===== src/rtl/fifo_pkg.sv =====
// Shared pointer helpers for the asynchronous FIFO (read and write sides).
package fifo_pkg;

    // Default memory address width; FIFO depth is 2**ADDRSIZE_DEF.
    localparam int unsigned ADDRSIZE_DEF = 3;

    // Widest pointer the helpers handle; callers zero-extend into this word.
    localparam int unsigned PTR_MAXW = 32;

    typedef logic [PTR_MAXW-1:0] ptr_word_t;

    // Binary to reflected Gray code; width-agnostic for zero-extended input.
    function automatic ptr_word_t bin2gray(input ptr_word_t b);
        return b ^ (b >> 1);
    endfunction

    // Gray to binary over the low w bits: each binary bit is the XOR of the
    // Gray bits at and above its position.
    function automatic ptr_word_t gray2bin(input ptr_word_t g, input int unsigned w);
        ptr_word_t b;
        b = '0;
        for (int unsigned i = 0; i < PTR_MAXW; i++) begin
            if (i < w) begin
                b[i] = ^(g >> i);
            end
        end
        return b;
    endfunction

endpackage


===== src/rtl/rptr_empty.sv =====
// Read-side pointer, empty/almost-empty flags, occupancy and sticky
// underflow flag for the asynchronous FIFO. Everything runs on rclk.
module rptr_empty
    import fifo_pkg::*;
#(
    parameter int unsigned ADDRSIZE      = ADDRSIZE_DEF,
    parameter int unsigned AEMPTY_THRESH = 2
) (
    input  logic                rclk,
    input  logic                rrst_n,
    input  logic                rinc,
    input  logic                rerr_clr,
    input  logic [ADDRSIZE:0]   rq2_wptr,
    output logic [ADDRSIZE:0]   rptr,
    output logic [ADDRSIZE-1:0] raddr,
    output logic                rempty,
    output logic                raempty,
    output logic [ADDRSIZE:0]   rcount,
    output logic                rerr
);

    localparam int unsigned PW = ADDRSIZE + 1;
    localparam logic [PW-1:0] AE_TH = PW'(AEMPTY_THRESH);

    logic [PW-1:0] rbin;
    logic [PW-1:0] rbinnext;
    logic [PW-1:0] rgraynext;
    logic [PW-1:0] wbin;
    logic [PW-1:0] count_next;
    logic          pop;

    // Next-state pointer and occupancy; the full PW-bit pointers are used so
    // the MSB separates laps around the memory.
    always_comb begin
        pop        = rinc & ~rempty;
        rbinnext   = rbin + PW'(pop);
        rgraynext  = PW'(bin2gray(ptr_word_t'(rbinnext)));
        wbin       = PW'(gray2bin(ptr_word_t'(rq2_wptr), PW));
        count_next = wbin - rbinnext;
    end

    // Pointer registers; rptr comes straight from flops so it stays glitch-free Gray.
    always_ff @(posedge rclk or negedge rrst_n) begin
        if (!rrst_n) begin
            rbin <= '0;
            rptr <= '0;
        end else begin
            rbin <= rbinnext;
            rptr <= rgraynext;
        end
    end

    // Status flags and occupancy, all computed from the post-pop pointer.
    always_ff @(posedge rclk or negedge rrst_n) begin
        if (!rrst_n) begin
            rempty  <= 1'b1;
            raempty <= 1'b1;
            rcount  <= '0;
        end else begin
            rempty  <= (rgraynext == rq2_wptr);
            raempty <= (count_next <= AE_TH);
            rcount  <= count_next;
        end
    end

    // Sticky underflow flag; a new underflow takes priority over the clear.
    always_ff @(posedge rclk or negedge rrst_n) begin
        if (!rrst_n) begin
            rerr <= 1'b0;
        end else if (rinc && rempty) begin
            rerr <= 1'b1;
        end else if (rerr_clr) begin
            rerr <= 1'b0;
        end
    end

    assign raddr = rbin[ADDRSIZE-1:0];

endmodule


===== config.mk =====
export PLATFORM = sky130hd
export DESIGN_NAME = rptr_empty
export DESIGN_NICKNAME = d
export VERILOG_FILES = /design/src/rtl/fifo_pkg.sv /design/src/rtl/rptr_empty.sv
export SDC_FILE = /design/constraint.sdc
export NUM_CORES = 1
export LEC_CHECK = 0
export BUFFER_PORTS_ARGS = -buffer_cell sky130_fd_sc_hd__buf_4
export CORE_MARGIN = 5
export CORE_UTILIZATION = 43
export CTS_CLUSTER_DIAMETER = 120
export DETAILED_ROUTE_END_ITERATION = 7
export PLACE_DENSITY = 0.72
export RECOVER_POWER = 100
export SLEW_MARGIN = 20
export SYNTH_ARGS = -nofsm -noshare
export SYNTH_HDL_FRONTEND = slang
export SYNTH_SLANG_ARGS = --single-unit
export TNS_END_PERCENT = 10

===== constraint.sdc =====
create_clock -name rclk -period 2.4 [get_ports rclk]
set_input_delay 0.24 -clock rclk [delete_from_list [all_inputs] [get_ports rclk]]
set_output_delay 0.24 -clock rclk [all_outputs]
set_load 0.02 [all_outputs]

* Word-level counts from Yosys, hierarchy flattened
Index checks and enable logic that the tools add are counted.
** Storage, ports and cells
- ROM bits :: 0
- Bits in latches :: 0
- RAM bits :: 0
- Input bits :: 8
- Register bits :: 15
- Memories kept :: 0
- Output and inout bits :: 14
- Word-level logic and storage cells :: 21
** Operators by class
- Bitwise operators :: 3
- Add/sub/neg operators :: 2
- Divide/modulo/power cells :: 0
- $mul :: 0
- Reduce and logical (&&, ||, !) cells :: 6
- Equality and inequality tests :: 1
- Magnitude comparators :: 1
- Shifts and indexed selects :: 0
- Muxes and demuxes :: 2
** Operators by type and width (count)
- parity 32 bit :: 4
- adder 4 x 1 -> 4 bit :: 1
- == test 4 bit :: 1
- less-or-equal comparator 4 x 2 -> 1 bit, second input constant :: 1
- subtractor 4 bit :: 1
- XOR 4 x 3 -> 4 bit :: 1
- two-way mux 1 bit :: 2
- nonzero test 2 bit :: 1
- AND 1 bit :: 1
- logical AND 1 bit :: 1
- NOT 1 bit :: 1

* Longest topological paths before layout
Gate-level depths: netlist of the first run.
- Word-level depth :: 5
- Mapped depth :: 9
- Depth with buffers taken out :: 9

* Worst setup path after synthesis of the first run
No wires, ideal clock.
- Kind :: register to register
- From :: register rempty
- To :: register raempty
- Library setup time :: 0.081 ns
- Path buffers :: 0
- Clock period less this slack :: 2.418 ns
- Setup slack :: -0.018 ns
- Data required time :: 2.319 ns
- Arrival :: 2.337 ns
- Stages on the path, launching flop included :: 10
- Path through :: dfstp_2 -> nor2b_1 -> ha_1 -> ha_1 -> xnor2_2 -> ha_1 -> or3b_2 -> o211ai_2 -> xnor2_1 -> a211oi_2
** On the way
- Word-level cells in the longest chain between the ends :: 5
** Ends and longest elaborated chain
- start: declaration :: line rptr_empty.sv:16 : output logic rempty,
- start signal: assignment :: line rptr_empty.sv:60 : rempty <= (rgraynext == rq2_wptr);
- NOT 1 bit :: line rptr_empty.sv:35 : pop = rinc & ~rempty;
- AND 1 bit :: line rptr_empty.sv:35
- adder 4 x 1 -> 4 bit :: line rptr_empty.sv:36 : rbinnext = rbin + PW'(pop);
- subtractor 4 bit :: line rptr_empty.sv:39 : count_next = wbin - rbinnext;
- named net count_next[3] :: line rptr_empty.sv:29 : logic [PW-1:0] count_next;
- less-or-equal comparator 4 x 2 -> 1 bit :: line rptr_empty.sv:61 : raempty <= (count_next <= AE_TH);
- end signal: assignment :: line rptr_empty.sv:61
- end: declaration :: line rptr_empty.sv:17 : output logic raempty,
The timed path passes the listed nets, and every way through them passes these cells.
A chain may end at the register's enable or synchronous reset.

* Worst setup path after layout of the first run
Ends and elaborated chain as after synthesis.

==> results of run 1 <==
logic make-up after synthesis:
logic type | count (synthesis)
AOI/OAI and AO/OA | 7
xor gates and xnor gates | 17
adders and majority gates | 5
buffers and inverters | 6
DFF | 14
and+or+nand+nor | 6
cell usage after synthesis:
cell type	number	share of area [%]
nand3_1	2	1.4
or3b_2	1	1.2
nand2_1	1	0.53
o211ai_2	1	1.8
a211oi_2	1	1.8
a21bo_2	1	1.4
xnor3_2	1	3.4
dfstp_2	2	7.4
nor2b_1	1	0.89
xnor2_2	1	2.3
inv_1	5	2.7
o21ai_0	1	0.71
ha_1	5	8.8
or3_1	1	0.89
a211oi_1	1	1.1
dfrtp_1	12	42
a21boi_0	1	1.1
clkbuf_1	1	0.53
xor2_1	8	9.9
o21bai_1	1	1.1
xnor2_1	7	8.7
power groups by stage:
stage / sequential, mW / clock, mW / combinational (mW)
after floorplan: 0.592 / 0 / 0.583
after global placement: 0.447 / 0 / 1.06
after detailed placement: 0.451 / 0 / 1.08
after CTS: 0.448 / 0.175 / 1.08
after global routing: 0.470 / 0.185 / 1.29
final: 0.453 / 0.171 / 1.19
flip-flops by register name, summed over array words and instances, names as in the netlist:
name     cells
rbin         4
raempty      1
rcount       4
rempty       1
rerr         1
rptr         3
timing repair:
| item | CTS | global route |
|---|---|---|
| setup endpoints to repair | 0 | 2 |
| endpoints found under the hold margin | 12 | 0 |
| buffers inserted | 0 | 2 |
| gates resized for setup | 0 | 4 |
| hold buffers | 1 | 0 |
metal layers:
| metal | vias to the layer above | global-route usage (%) |
|---|---|---|
| li1 | 238 | - |
| met1 | 239 | 15.2 |
| met2 | 18 | 19.4 |
| met3 | 4 | 1.18 |
| met4 | 0 | 8.94 |
| met5 | - | 0 |
worst max-delay path by stage:
stage            from  endpoint  slack, ps  cells past startpoint
3_3_place_gp   rempty   raempty         70                      9
6_report       rempty   raempty        120                      9
2_1_floorplan  rempty   raempty         20                      9
3_5_place_dp   rempty   raempty         30                      9
4_1_cts        rempty   raempty          8                      9
5_1_grt        rempty   raempty         -5                      9
final cells by class:
type                       instances  area [um2]
clock buffer                       4        36.3
fill                             126         571
inverter                           5        18.8
multi-input combinational         35         357
sequential                        14         353
tap                               16        20.0
timing repair buffer              25         186
cells in the final DEF (no fill, tap or decap), drive strengths merged, types with 2 or more instances in the layout:
master / instances
buf: 23
a211oi: 2
ha: 5
dfrtp: 12
xor2: 8
nand3: 2
xnor2: 8
clkbuf: 5
inv: 5
dfstp: 2
worst reg2reg max path: stages (launching register included):
cell      delay (ps)
dfstp_2          550
nor2b_1           50
ha_2             200
ha_4             170
xnor2_2          140
ha_1             320
or3b_4           380
o211ai_2          90
xnor2_2          110
a211oi_2         190
per-stage QoR:
| stage | hold slack, ps | setup TNS [ps] | setup WS (ps) | instance area (um2) | std cells |
|---|---|---|---|---|---|
| 2_1_floorplan | -55.6 | 0 | 21.8 | 709 | 55 |
| 5_1_grt | 179 | -5.12 | -5.12 | 971 | 99 |
| 6_report | 159 | 0 | 124 | 971 | 99 |
| 4_1_cts | 165 | 0 | 7.73 | 937 | 97 |
| 3_5_place_dp | 96.9 | 0 | 30.3 | 891 | 92 |
| 3_3_place_gp | 90.1 | 0 | 72.0 | 891 | 92 |
==> reports/results.txt, run 1 <==
Status - finished, final reports clean
Number of placement rows - 14
Time the worst path needs with I/O delays and setup - 2280 ps
Deepest clock path buffer count - 2
Clock Pin Slew Worst Setup and Hold Paths - 80 ps
Antenna cell count - 0
Cell family with most CP delay - adder cells
Critical path type - reg2reg
Cell count after synthesis - 55
Synthesis-stage register bit count - 14
Crit path capture type - register
Worst path cell trace - nor2b_1 -> ha_2 -> ha_4 -> xnor2_2 -> ha_1 -> or3b_4 -> o211ai_2 -> xnor2_2 -> a211oi_2
Fraction of power consumed by sequential logic - 25.0%
Fin. Hold Viols - 0
Synthesis warning total - 0
Routed wire length on met2 - 686 um
Power per cell area - 1870 mW/mm2
Slowest Stage Delay on Critical Path - 550 ps
Worst vdd rail ir drop - 1.03 mV
Worst hold endpoint - rerr
RSZ-0062 raised after global routing - yes
Number of nets produced by synthesis - 68
Actual slew at the worst max-slew pin - 706 ps
Die H - 50.5 um
Final wirelength - 1370 um
Final routed wire length divided by cell count - 13.8 um
Mean Syn Cell Area - 12.9 um2
Remaining number of nets flagged by the antenna check after routing - 0
Overall Global Routing Usage - 12.2%
Final period util - 94.8%
Core Region - 0.00154 mm2
Post-layout total power - 1.81 mW
Vias per std cell - 5.04
Clock net sink count - 14
Path type of the worst min-delay path - in2reg
Share of synthesized cell area in and, or, nand and nor gates - 4.96%
Switching fraction of total power - 41.4%
Initial DRT Pass Iterations - 4
Input/output buffers - 21
Switch Pwr - 0.751 mW
Initial cell density of the core - 45.9%
Netlist Area Pre-Place - 707 um2
Combinational family with the most area after synthesis - XOR/XNOR gates
Final weighted congestion of routability-driven global placement - 0.763
Part of the total power dissipated in the clock network - 9.4%
Hold Path Cell Cnt - 2
Sequential share of the synthesized area - 49.9%
DIE AREA - 0.00255 mm2
Vias in the first global route - 466
Number of antenna violations at the first check in global routing - 0
Nature of the critical path startpoint - register
Count of buffering cells on the critical path with inverters included - 0
Fraction of layout cells with a size suffix above 1 - 45.8%
R2r endpoint - raempty
Maximum number of pins on one net before global-route repair - 15
Number of nets in the layout - 97
Max-slew headroom - 52.9%
Post-Route Skew - 8.19 ps
Global-route wire length before repair - 2280 um
Max-capacitance violation count - 0
Worst reg2reg path depth - 9
Library cell contributing the largest single delay on the critical path - dfstp_2
Startpoint of the worst-slack reg-to-reg timing path - rempty
Required time worst endpoint - 2600 ps
Top fanout value on the critical path - 3
Fmax - 439 MHz
Compound-Gate Fraction of Synth Area - 8.85%
Wire length on met1 - 572 um
Area share of fa/ha/maj cells after synthesis - 8.85%
Crit path DAT - 2480 ps
Slew Limit Fails - 0
Signed area change from the synthesized netlist to the final layout - 37.3%
Overall overflow remaining after global route - 0
Internal power contribution - 1.06 mW
CTS HTree Levels - 1
TritonCTS clock tree - yes
Worst R2R Setup Slack - 120 ps
Number of vias in the routed layout - 499
Final count of negative-setup-slack endpoints - 0
Hold path start - rerr_clr
Post-route DRC violation count - 0
Clock latency on the worst-skew pair - 280 ps
Clock root buffer - clkbuf_4
Static leakage - 0.462 nW
Max Used Layer - met4
Drt first-iter violations - 5
Multiplexer share of the synthesized area - 0%
CTS Buf Count - 3
Parity-gate share of the synthesized area counting xor and xnor cells - 24.2%
Most repeated library cell on the critical path - xnor2_2
Ports placed on the boundary - 22
Utilization after layout - 63.0%
Sum of net half-perimeters after detailed placement - 1040 um
Met3 WL post-DR - 75 um
Number of different library cells in the post-synthesis netlist - 21
Combinational share of power - 65.6%
Chip width - 50.5 um
No activity file was read; power rests on OpenSTA's default activity.
==> run 2: changes to the inputs <==
--- a/config.mk
+++ b/config.mk
@@ -5,9 +5,10 @@
 export SDC_FILE = /design/constraint.sdc
 export NUM_CORES = 1
 export LEC_CHECK = 0
+export ABC_AREA = 1
 export BUFFER_PORTS_ARGS = -buffer_cell sky130_fd_sc_hd__buf_4
 export CORE_MARGIN = 5
-export CORE_UTILIZATION = 43
+export CORE_UTILIZATION = 44
 export CTS_CLUSTER_DIAMETER = 120
 export DETAILED_ROUTE_END_ITERATION = 7
 export PLACE_DENSITY = 0.72
==> reports/results.txt, run 2 <==
Power per cell area - 1480 mW/mm2 (-21%)
Critical path type - reg2reg
Final routed wire length divided by cell count - 11.4 um (-18%)
CTS HTree Levels - 1 (unchanged)
TritonCTS clock tree - yes
Core Region - 0.00169 mm2 (+9.6%)
Cell count after synthesis - 84 (+53%)
Hold-fix buffer count after cts - 1 (unchanged)
Netlist Area Pre-Place - 771 um2 (+9.0%)
Status - finished, final reports clean
Input/output buffers - 21 (unchanged)
Final period util - 91.1% (-3.7 points)
Post-Route Skew - 4.09 ps (-4.09 ps)
Crit path DAT - 2400 ps (-80 ps)
Synthesis-stage register bit count - 14 (unchanged)
Setup tns final - 0 ps (unchanged)
Fraction of layout cells with a size suffix above 1 - 19.1% (-27 points)
Slowest Stage Delay on Critical Path - 550 ps (about the same)
Antenna cell count - 0 (unchanged)
Vias per std cell - 4.64 (-8.0%)
Filler-free cell count of the finished design - 127 (+28%)
Max-capacitance violation count - 0 (unchanged)
Share of flip-flops with an asynchronous set or reset after synthesis - 100% (unchanged)
Number of antenna violations at the first check in global routing - 0 (unchanged)
Top post-synthesis cells by area - dfrtp_1 39%, inv_1 8.3%, nand2_1 8.3%
Post-synth EDFFs - 0 (unchanged)
Hold Path Cell Cnt - 2 (unchanged)
Startpoint of the worst-slack reg-to-reg timing path - rempty
Required time worst endpoint - 2610 ps (about the same)
Worst path cell trace - nor2_1 -> ha_1 -> ha_1 -> inv_1 -> nand2_1 -> nand2_4 -> inv_1 -> ha_1 -> inv_1 -> nor2_2 -> nor2_2 -> nand2_1 -> nand2_1 -> nand2_2 -> nor2_1
Overall overflow remaining after global route - 0 (unchanged)
Fmax - 457 MHz (+4.1%)
Worst R2R Setup Slack - 210 ps (+90 ps)
Static leakage - 0.489 nW (+5.9%)
Clock Pin Slew Worst Setup and Hold Paths - 90 ps (about the same)
Number of different library cells in the post-synthesis netlist - 17 (-19%)
Signed area change from the synthesized netlist to the final layout - 19.3%
Sum of net half-perimeters after detailed placement - 1200 um (+16%)
Initial DRT Pass Iterations - 2 (-2)
R2r endpoint - raempty
Most instantiated flip-flop cell in the synthesis netlist - dfrtp_1
Time the worst path needs with I/O delays and setup - 2190 ps (-89.1 ps)
Die H - 51.9 um (+2.6%)
Area share of the largest cell type after synthesis - 39.0% (-3.5 points)
Deepest clock path buffer count - 2 (unchanged)
Number of vias in the routed layout - 589 (+18%)
Clock latency on the worst-skew pair - 280 ps (about the same)
Initial cell density of the core - 45.6% (-0.23 points)
Worst reg2reg path depth - 15 (+6)
Mean Syn Cell Area - 9.18 um2 (-29%)
RSZ-0062 raised after global routing - no
Clock root buffer - clkbuf_4
Ports placed on the boundary - 22 (unchanged)
Post-route DRC violation count - 0 (unchanged)
Hold path start - rerr_clr
Fin. Hold Viols - 0 (unchanged)
Most frequent cells after synthesis - 17 x inv_1, 17 x nand2_1, 12 x dfrtp_1
Number of placement rows - 15 (+1)
Drt first-iter violations - 2 (-3)
Final count of negative-setup-slack endpoints - 0 (unchanged)
Final wirelength - 1450 um (+5.7%)
Actual slew at the worst max-slew pin - 713 ps (+7.40 ps)
Top library cells by usage in the layout, fill and taps aside - 19 x nand2_1, 17 x inv_1, 15 x clkbuf_1
Sequential share of the synthesized area - 45.8% (-4.1 points)
Max-slew headroom - 52.5% (-0.49 points)
Worst vdd rail ir drop - 0.511 mV (-51%)
Vias in the first global route - 589 (+26%)
Path type of the worst min-delay path - in2reg
Worst hold endpoint - rerr
Smallest hold slack - 166 ps (+7.80 ps)
Crit path capture type - register
Library cell contributing the largest single delay on the critical path - dfstp_2
Remaining number of nets flagged by the antenna check after routing - 0 (unchanged)
Chip width - 51.9 um (+2.6%)
DIE AREA - 0.00269 mm2 (+5.3%)
Number of nets in the layout - 124 (+28%)
Top fanout value on the critical path - 4 (+1)
Overall Global Routing Usage - 12.7% (+0.51 points)
Largest registers - rbin x4, rcount x4, rptr x3
Most common cell after layout, fill and taps aside - nand2_1
Final weighted congestion of routability-driven global placement - 0.763 (-0.10%)
Slew Limit Fails - 0 (unchanged)
Post-CTS setup buffer count - 0 (unchanged)
Clock net sink count - 14 (unchanged)
CTS Buf Count - 3 (unchanged)
Number of nets produced by synthesis - 97 (+43%)
Maximum number of pins on one net before global-route repair - 15 (unchanged)
Placed cell count - 122 (+33%)
Nature of the critical path startpoint - register
Global-route wire length before repair - 2480 um (+9.1%)
Yosys top cell by area - dfrtp_1
Synthesis warning total - 0 (unchanged)
CTS-repair resized insts - 0 (unchanged)
==> run 2: worst max-delay path by stage <==
stage / start / endpoint / cells past startpoint
3_3_place_gp: rempty / raempty / 13
6_report: rempty / raempty / 15
5_1_grt: rempty / raempty / 15
2_1_floorplan: rempty / raempty / 13
3_5_place_dp: rempty / raempty / 15
4_1_cts: rempty / raempty / 15
==> run 2: critical path, delay by kind of cell (launching register included) <==
family	cells	cell delay [ps]
adder cells (fa/ha/maj)	3	710
buffers and inverters	3	230
flip-flops	1	550
AND/OR/NAND/NOR	9	640
==> run 2: area by class of cell <==
class | instances | area [um2]
well taps | 17 | 21.3
fillers | 162 | 769
flip-flops and latches | 14 | 353
repair buffers | 22 | 111
inverters | 18 | 67.6
multi-input cells | 52 | 330
clock buffers | 4 | 36.3
==> run 2: cell families after synthesis <==
kind of cell             after synthesis  share of synthesized area, %
AO/OA/AOI/OAI                          1                         0.649
XOR/XNOR                               9                          12.2
buffers and inverters                 18                          8.77
AND/OR/NAND/NOR                       37                          24.5
flip-flops                            14                          45.8
adder cells (fa/ha/maj)                5                          8.12
==> run 2: power by group <==
group,internal [mW],total (mW),switching [mW]
registers,0.357,0.406,0.0489
logic,0.259,0.789,0.530
clock network,0.0922,0.168,0.0755
total,0.708,1.36,0.654
==> run 2: per-layer routing <==
layer / vias up / part of all wire, % / global-route usage, % / wire length, um
met4: 0 / 1.6 / 7.86 / 23
met2: 12 / 50 / 21.1 / 731
li1: 306 / - / - / -
met3: 2 / 4.4 / 1.72 / 63
met5: - / 0 / 0 / 0
met1: 269 / 44 / 15.4 / 630
==> run 2: through the flow <==
stage	util (%)	worst slack, ps	power [mW]	instance area, um2
final	54.4	213	1.36	920
after CTS	59.0	190	1.50	996
after floorplan	-	262	1.04	771
after global routing	54.4	19.0	1.49	920
after detailed placement	56.2	209	1.33	950
after global placement	56.2	266	1.30	950
